## src/rtl/demux7_deserializer_if.sv

```systemverilog
// ============================================================================
// Module   : demux7_deserializer_if
// Brief    : Strobe/data/mode inputs and assembled-word outputs of the 1:7 demux.
// Revision : 1.0
// ============================================================================
`default_nettype none

interface demux7_deserializer_if;
    logic       strobe;
    logic       data_in;
    logic [2:0] addr;
    logic       auto;
    logic       clear;
    logic [6:0] out;
    logic       done;
    logic [2:0] bit_count;

    modport master (
        output strobe, data_in, addr, auto, clear,
        input  out, done, bit_count
    );

    modport slave (
        input  strobe, data_in, addr, auto, clear,
        output out, done, bit_count
    );
endinterface

`default_nettype wire

```

## src/rtl/demux7_deserializer.sv

```systemverilog
// ============================================================================
// Module   : demux7_deserializer
// Brief    : Sequential 1:7 demux; addressed bit writes or LSB-first frame assembly.
// Revision : 1.0
// ============================================================================
`default_nettype none

module demux7_deserializer (
    input  wire                    clk,
    input  wire                    reset,
    demux7_deserializer_if.slave   bus
);
    localparam logic [2:0] c_PTR_LAST = 3'd6;
    localparam logic [2:0] c_ADDR_ALT = 3'd7;

    logic [6:0] out_q,    out_d;
    logic [6:0] shadow_q, shadow_d;
    logic [2:0] ptr_q,    ptr_d;
    logic       done_q,   done_d;

    logic [2:0] w_addr_idx;
    logic [2:0] w_ptr_eff;

    // Address 7 aliases bit 0, mirroring the default arm of the transmit mux.
    assign w_addr_idx = (bus.addr == c_ADDR_ALT) ? 3'd0 : bus.addr;
    assign w_ptr_eff  = (ptr_q == c_ADDR_ALT) ? 3'd0 : ptr_q;

    always_comb begin
        out_d    = out_q;
        shadow_d = shadow_q;
        ptr_d    = ptr_q;
        done_d   = 1'b0;

        if (bus.clear) begin
            ptr_d    = 3'd0;
            shadow_d = 7'd0;
        end else if (!bus.auto) begin
            ptr_d = 3'd0;
            if (bus.strobe) begin
                out_d[w_addr_idx] = bus.data_in;
            end
        end else if (bus.strobe) begin
            if (w_ptr_eff == c_PTR_LAST) begin
                out_d    = {bus.data_in, shadow_q[5:0]};
                shadow_d = 7'd0;
                ptr_d    = 3'd0;
                done_d   = 1'b1;
            end else begin
                shadow_d[w_ptr_eff] = bus.data_in;
                ptr_d               = w_ptr_eff + 3'd1;
            end
        end
    end

    always_ff @(posedge clk) begin
        if (reset) begin
            out_q    <= 7'd0;
            shadow_q <= 7'd0;
            ptr_q    <= 3'd0;
            done_q   <= 1'b0;
        end else begin
            out_q    <= out_d;
            shadow_q <= shadow_d;
            ptr_q    <= ptr_d;
            done_q   <= done_d;
        end
    end

    assign bus.out       = out_q;
    assign bus.done      = done_q;
    assign bus.bit_count = ptr_q;

endmodule

`default_nettype wire

```

## src/flat_wrapper.sv

```systemverilog
// flat-port wrapper written by rule: the top's interface ports become plain ports
module demux7_deserializer_flat 
  (clk, reset, bus_strobe, bus_data_in, bus_addr, bus_auto, bus_clear, bus_out, bus_done, bus_bit_count);
  demux7_deserializer_if bus_i ();
  input  wire clk;
  input  wire reset;
  input wire logic [$bits(bus_i.strobe)-1:0] bus_strobe;
  input wire logic [$bits(bus_i.data_in)-1:0] bus_data_in;
  input wire logic [$bits(bus_i.addr)-1:0] bus_addr;
  input wire logic [$bits(bus_i.auto)-1:0] bus_auto;
  input wire logic [$bits(bus_i.clear)-1:0] bus_clear;
  output wire logic [$bits(bus_i.out)-1:0] bus_out;
  output wire logic [$bits(bus_i.done)-1:0] bus_done;
  output wire logic [$bits(bus_i.bit_count)-1:0] bus_bit_count;
  assign bus_i.strobe = bus_strobe;
  assign bus_i.data_in = bus_data_in;
  assign bus_i.addr = bus_addr;
  assign bus_i.auto = bus_auto;
  assign bus_i.clear = bus_clear;
  assign bus_out = bus_i.out;
  assign bus_done = bus_i.done;
  assign bus_bit_count = bus_i.bit_count;
  demux7_deserializer u_core (.clk(clk), .reset(reset), .bus(bus_i));
endmodule
```

## config.mk

```make
export PLATFORM = sky130hd
export DESIGN_NAME = demux7_deserializer_flat
export DESIGN_NICKNAME = d
export VERILOG_FILES = /design/src/rtl/demux7_deserializer_if.sv /design/src/rtl/demux7_deserializer.sv /design/src/flat_wrapper.sv
export SDC_FILE = /design/constraint.sdc
export NUM_CORES = 1
export LEC_CHECK = 0
export BUFFER_PORTS_ARGS = -buffer_cell sky130_fd_sc_hd__buf_2
export CORE_MARGIN = 8
export CORE_UTILIZATION = 52
export DETAILED_ROUTE_END_ITERATION = 16
export PLACE_DENSITY_LB_ADDON = 0.25
export SLEW_MARGIN = 5
export SYNTH_ARGS = -nofsm -noshare
export SYNTH_HDL_FRONTEND = slang
export SYNTH_SLANG_ARGS = --single-unit
```

## constraint.sdc

```tcl
create_clock -name clk -period 2.1 [get_ports clk]
set_clock_uncertainty 0.1 [all_clocks]
set_input_delay 0.315 -clock clk [delete_from_list [all_inputs] [get_ports clk]]
set_output_delay 0.315 -clock clk [all_outputs]
set_load 0.01 [all_outputs]
```

==> results.cfg <==
[status]
status = finished clean

[floorplan]
start_util = 0.546
die_h_um = 58.1
placementRows = 15
die_w_um = 58.1
pin_count = 20
die-area_um2 = 3380
core-area_um2 = 1690

[cts]
cts_setup_buffers = 0
cts_tree = built
htree_levels = 1
path_clk_slew_ns = 0.09
clock_path_buffers = 2
cts_inserted_buffers = 3
cts_num_sinks = 17
cts_hold_buf = 0
clock_latency_ns = 0.28
post_cts_resized = 0
cts-root-buf = clkbuf_4

[critical_path]
worstPathCellList = nand3b_4 > a211o_1 > or3_1 > a21oi_1
cp_max_fo = 14
crit_end = u_core.bus.out[3]
critPathKind = reg -> reg
crit_arrival_ns = 1.79
rrSetupSlack_ns = 0.43
crit_path_end_kind = flip-flop
startpoint_type = flip-flop
r2r_end = u_core.bus.out[3]
r2r_cells = 4
cp_slowest_cell = a211o_1
cp.required_ns = 2.22
crit_path_max_incr_delay_ns = 0.44
reg2reg_from = u_core.bus.bit_count[0]
cp-startpoint = u_core.bus.bit_count[0]

[logic_synthesis]
synth_edf_count = 0
ys.flop_type = dfxtp_1
yosysSeqAreaShare = 0.369
yosysWarnings = 0
syn_inst = 115
synth_most_common_cell = dfxtp_1
syn-num-nets = 124
yosys.area.top_type = dfxtp_1
synth_top_area_share = 0.369
avgSynthCellArea_um2 = 8.02
syn-cell-area_um2 = 922
netlist_top_cells_area = dfxtp_1 37%, a21oi_1 7.6%, mux2i_1 7.6%
async_flop_share = 0
synth_cell_type_count = 28
yosys_register_bits = 17
ys_top_cells_by_count = 17 x dfxtp_1, 14 x a21oi_1, 12 x o21ai_0, 8 x or3_1

[sta]
rsz0062_at_grt = false
period_minus_slack_ns = 1.67
max_slew.worst_pin.slew_ns = 0.381
clock.fmax_mhz = 599
finalHoldViolCount = 0
slew_viol_final = 0
finalSetupViolations = 0
fin_crit_sh = 0.796
slew_headroom = 0.746
timing.setup.tns_ns = 0

[layout]
finish.instance_area_um2 = 1040
ff_latch_area_um2 = 340
antenna_cells = 0
nFillCells = 167
areaGrowthSynthToFinish_pct = 12.8
drive_gt1_frac = 0.214
multi_input_area_um2 = 519
layout.nets = 141

[placed_design]
globalplace.congestion = 0.843
hpwl_um = 1450
dpl_cell_area_um2 = 1010
portBuffers = 19

[power_and_ir_drop]
ir_drop_uv = 287
pwr_density_cell_nw_per_um2 = 545
leakage_uw = 0.000465

[route]
wirelength_um = 2030
drt-wirelength-per-cell_um = 13.7
drc = 0
drt-initial-drc-count = 27
first_pass_iters = 4
vias_per_cell = 6.04
drtAntennaViolNets = 0
vias = 894

[grt]
grt_pass1_vias = 775
overflow = 0
antenna_found_initial = 0
grt_usage = 0.126
grt_max_degree = 21
grt_pass1_wl_um = 3420

[run]
drv_cap = 0

[min_path]
holdCritPathClass = in -> reg
-- kinds of logic after synthesis --
| kind of cell | count (synthesis) | share of synthesized area |
|---|---|---|
| compound gates | 38 | 0.237 |
| simple gates | 38 | 0.240 |
| flops | 17 | 0.369 |
| buf+inv | 14 | 0.0678 |
| mux | 7 | 0.0760 |
| xor+xnor | 1 | 0.00950 |
-- cell type report --
type | instances | share of cell area
Multi-Input combinational cell | 84 | 0.499
Sequential cell | 17 | 0.327
Timing Repair Buffer | 22 | 0.113
Clock buffer | 4 | 0.0253
Tap cell | 17 | 0.0205
Inverter | 4 | 0.0144
-- critical path: cells and delay by family, from the launching register on --
kind / cells / cell delay (ns)
AO/OA/AOI/OAI: 2 / 0.59
AND/OR/NAND/NOR: 2 / 0.60
flip-flops: 1 / 0.32
-- where the power goes --
group / internal [uW] / switching (uW) / total (uW)
Sequential: 325 / 1.44 / 327
Clock: 73.7 / 96.3 / 170
Combinational: 26.8 / 43.1 / 69.9
-- flip-flops by register name, indices dropped and copies added, names as in the netlist --
name,cells
u_core.bus.out,7
u_core.shadow_q,6
u_core.bus.bit_count,3
u_core.bus.done,1
-- worst min path at each step --
| stage | start | end | slack (ns) | depth (start not counted) |
|---|---|---|---|---|
| after global placement | u_core.bus.out[0] | u_core.bus.out[0] | 0.36 | 2 |
| after detailed placement | u_core.bus.out[0] | u_core.bus.out[0] | 0.37 | 2 |
| after global routing | reset | u_core.bus.out[0] | 0.20 | 2 |
| after CTS | reset | u_core.bus.out[0] | 0.19 | 2 |
| final | reset | u_core.bus.out[0] | 0.20 | 2 |
| after floorplan | u_core.shadow_q[1] | u_core.shadow_q[1] | 0.35 | 2 |
-- per-stage QoR --
stage / total power [uW] / utilization / std cells / setup WS [ns] / hold WS [ns]
floorplan: 384 / - / 115 / 0.404 / 0.349
global placement: 402 / 0.600 / 144 / 0.433 / 0.357
detailed placement: 403 / 0.600 / 144 / 0.387 / 0.369
CTS: 577 / 0.616 / 148 / 0.434 / 0.190
global route: 601 / 0.616 / 148 / 0.321 / 0.197
finish: 567 / 0.616 / 148 / 0.429 / 0.202
-- cell usage in the layout (no fill, tap or decap), drive strengths merged, types with 6 or more instances in the layout --
master | synthesis | routed
buf | 3 | 22
dfxtp | 17 | 17
a21oi | 14 | 14
o21ai | 12 | 12
or3 | 8 | 8
a31oi | 7 | 7
mux2i | 7 | 7
nor2 | 6 | 6
nand2 | 6 | 6
-- layer usage --
| layer | share of wire | global-route usage | up-vias |
|---|---|---|---|
| met4 | 0.0064 | 0.0629 | 0 |
| met3 | 0.060 | 0.0331 | 2 |
| met2 | 0.46 | 0.193 | 19 |
| li1 | - | - | 448 |
| met1 | 0.47 | 0.159 | 425 |
| met5 | 0 | 0 | - |
Note: power is estimated with default switching activity, not from simulation.
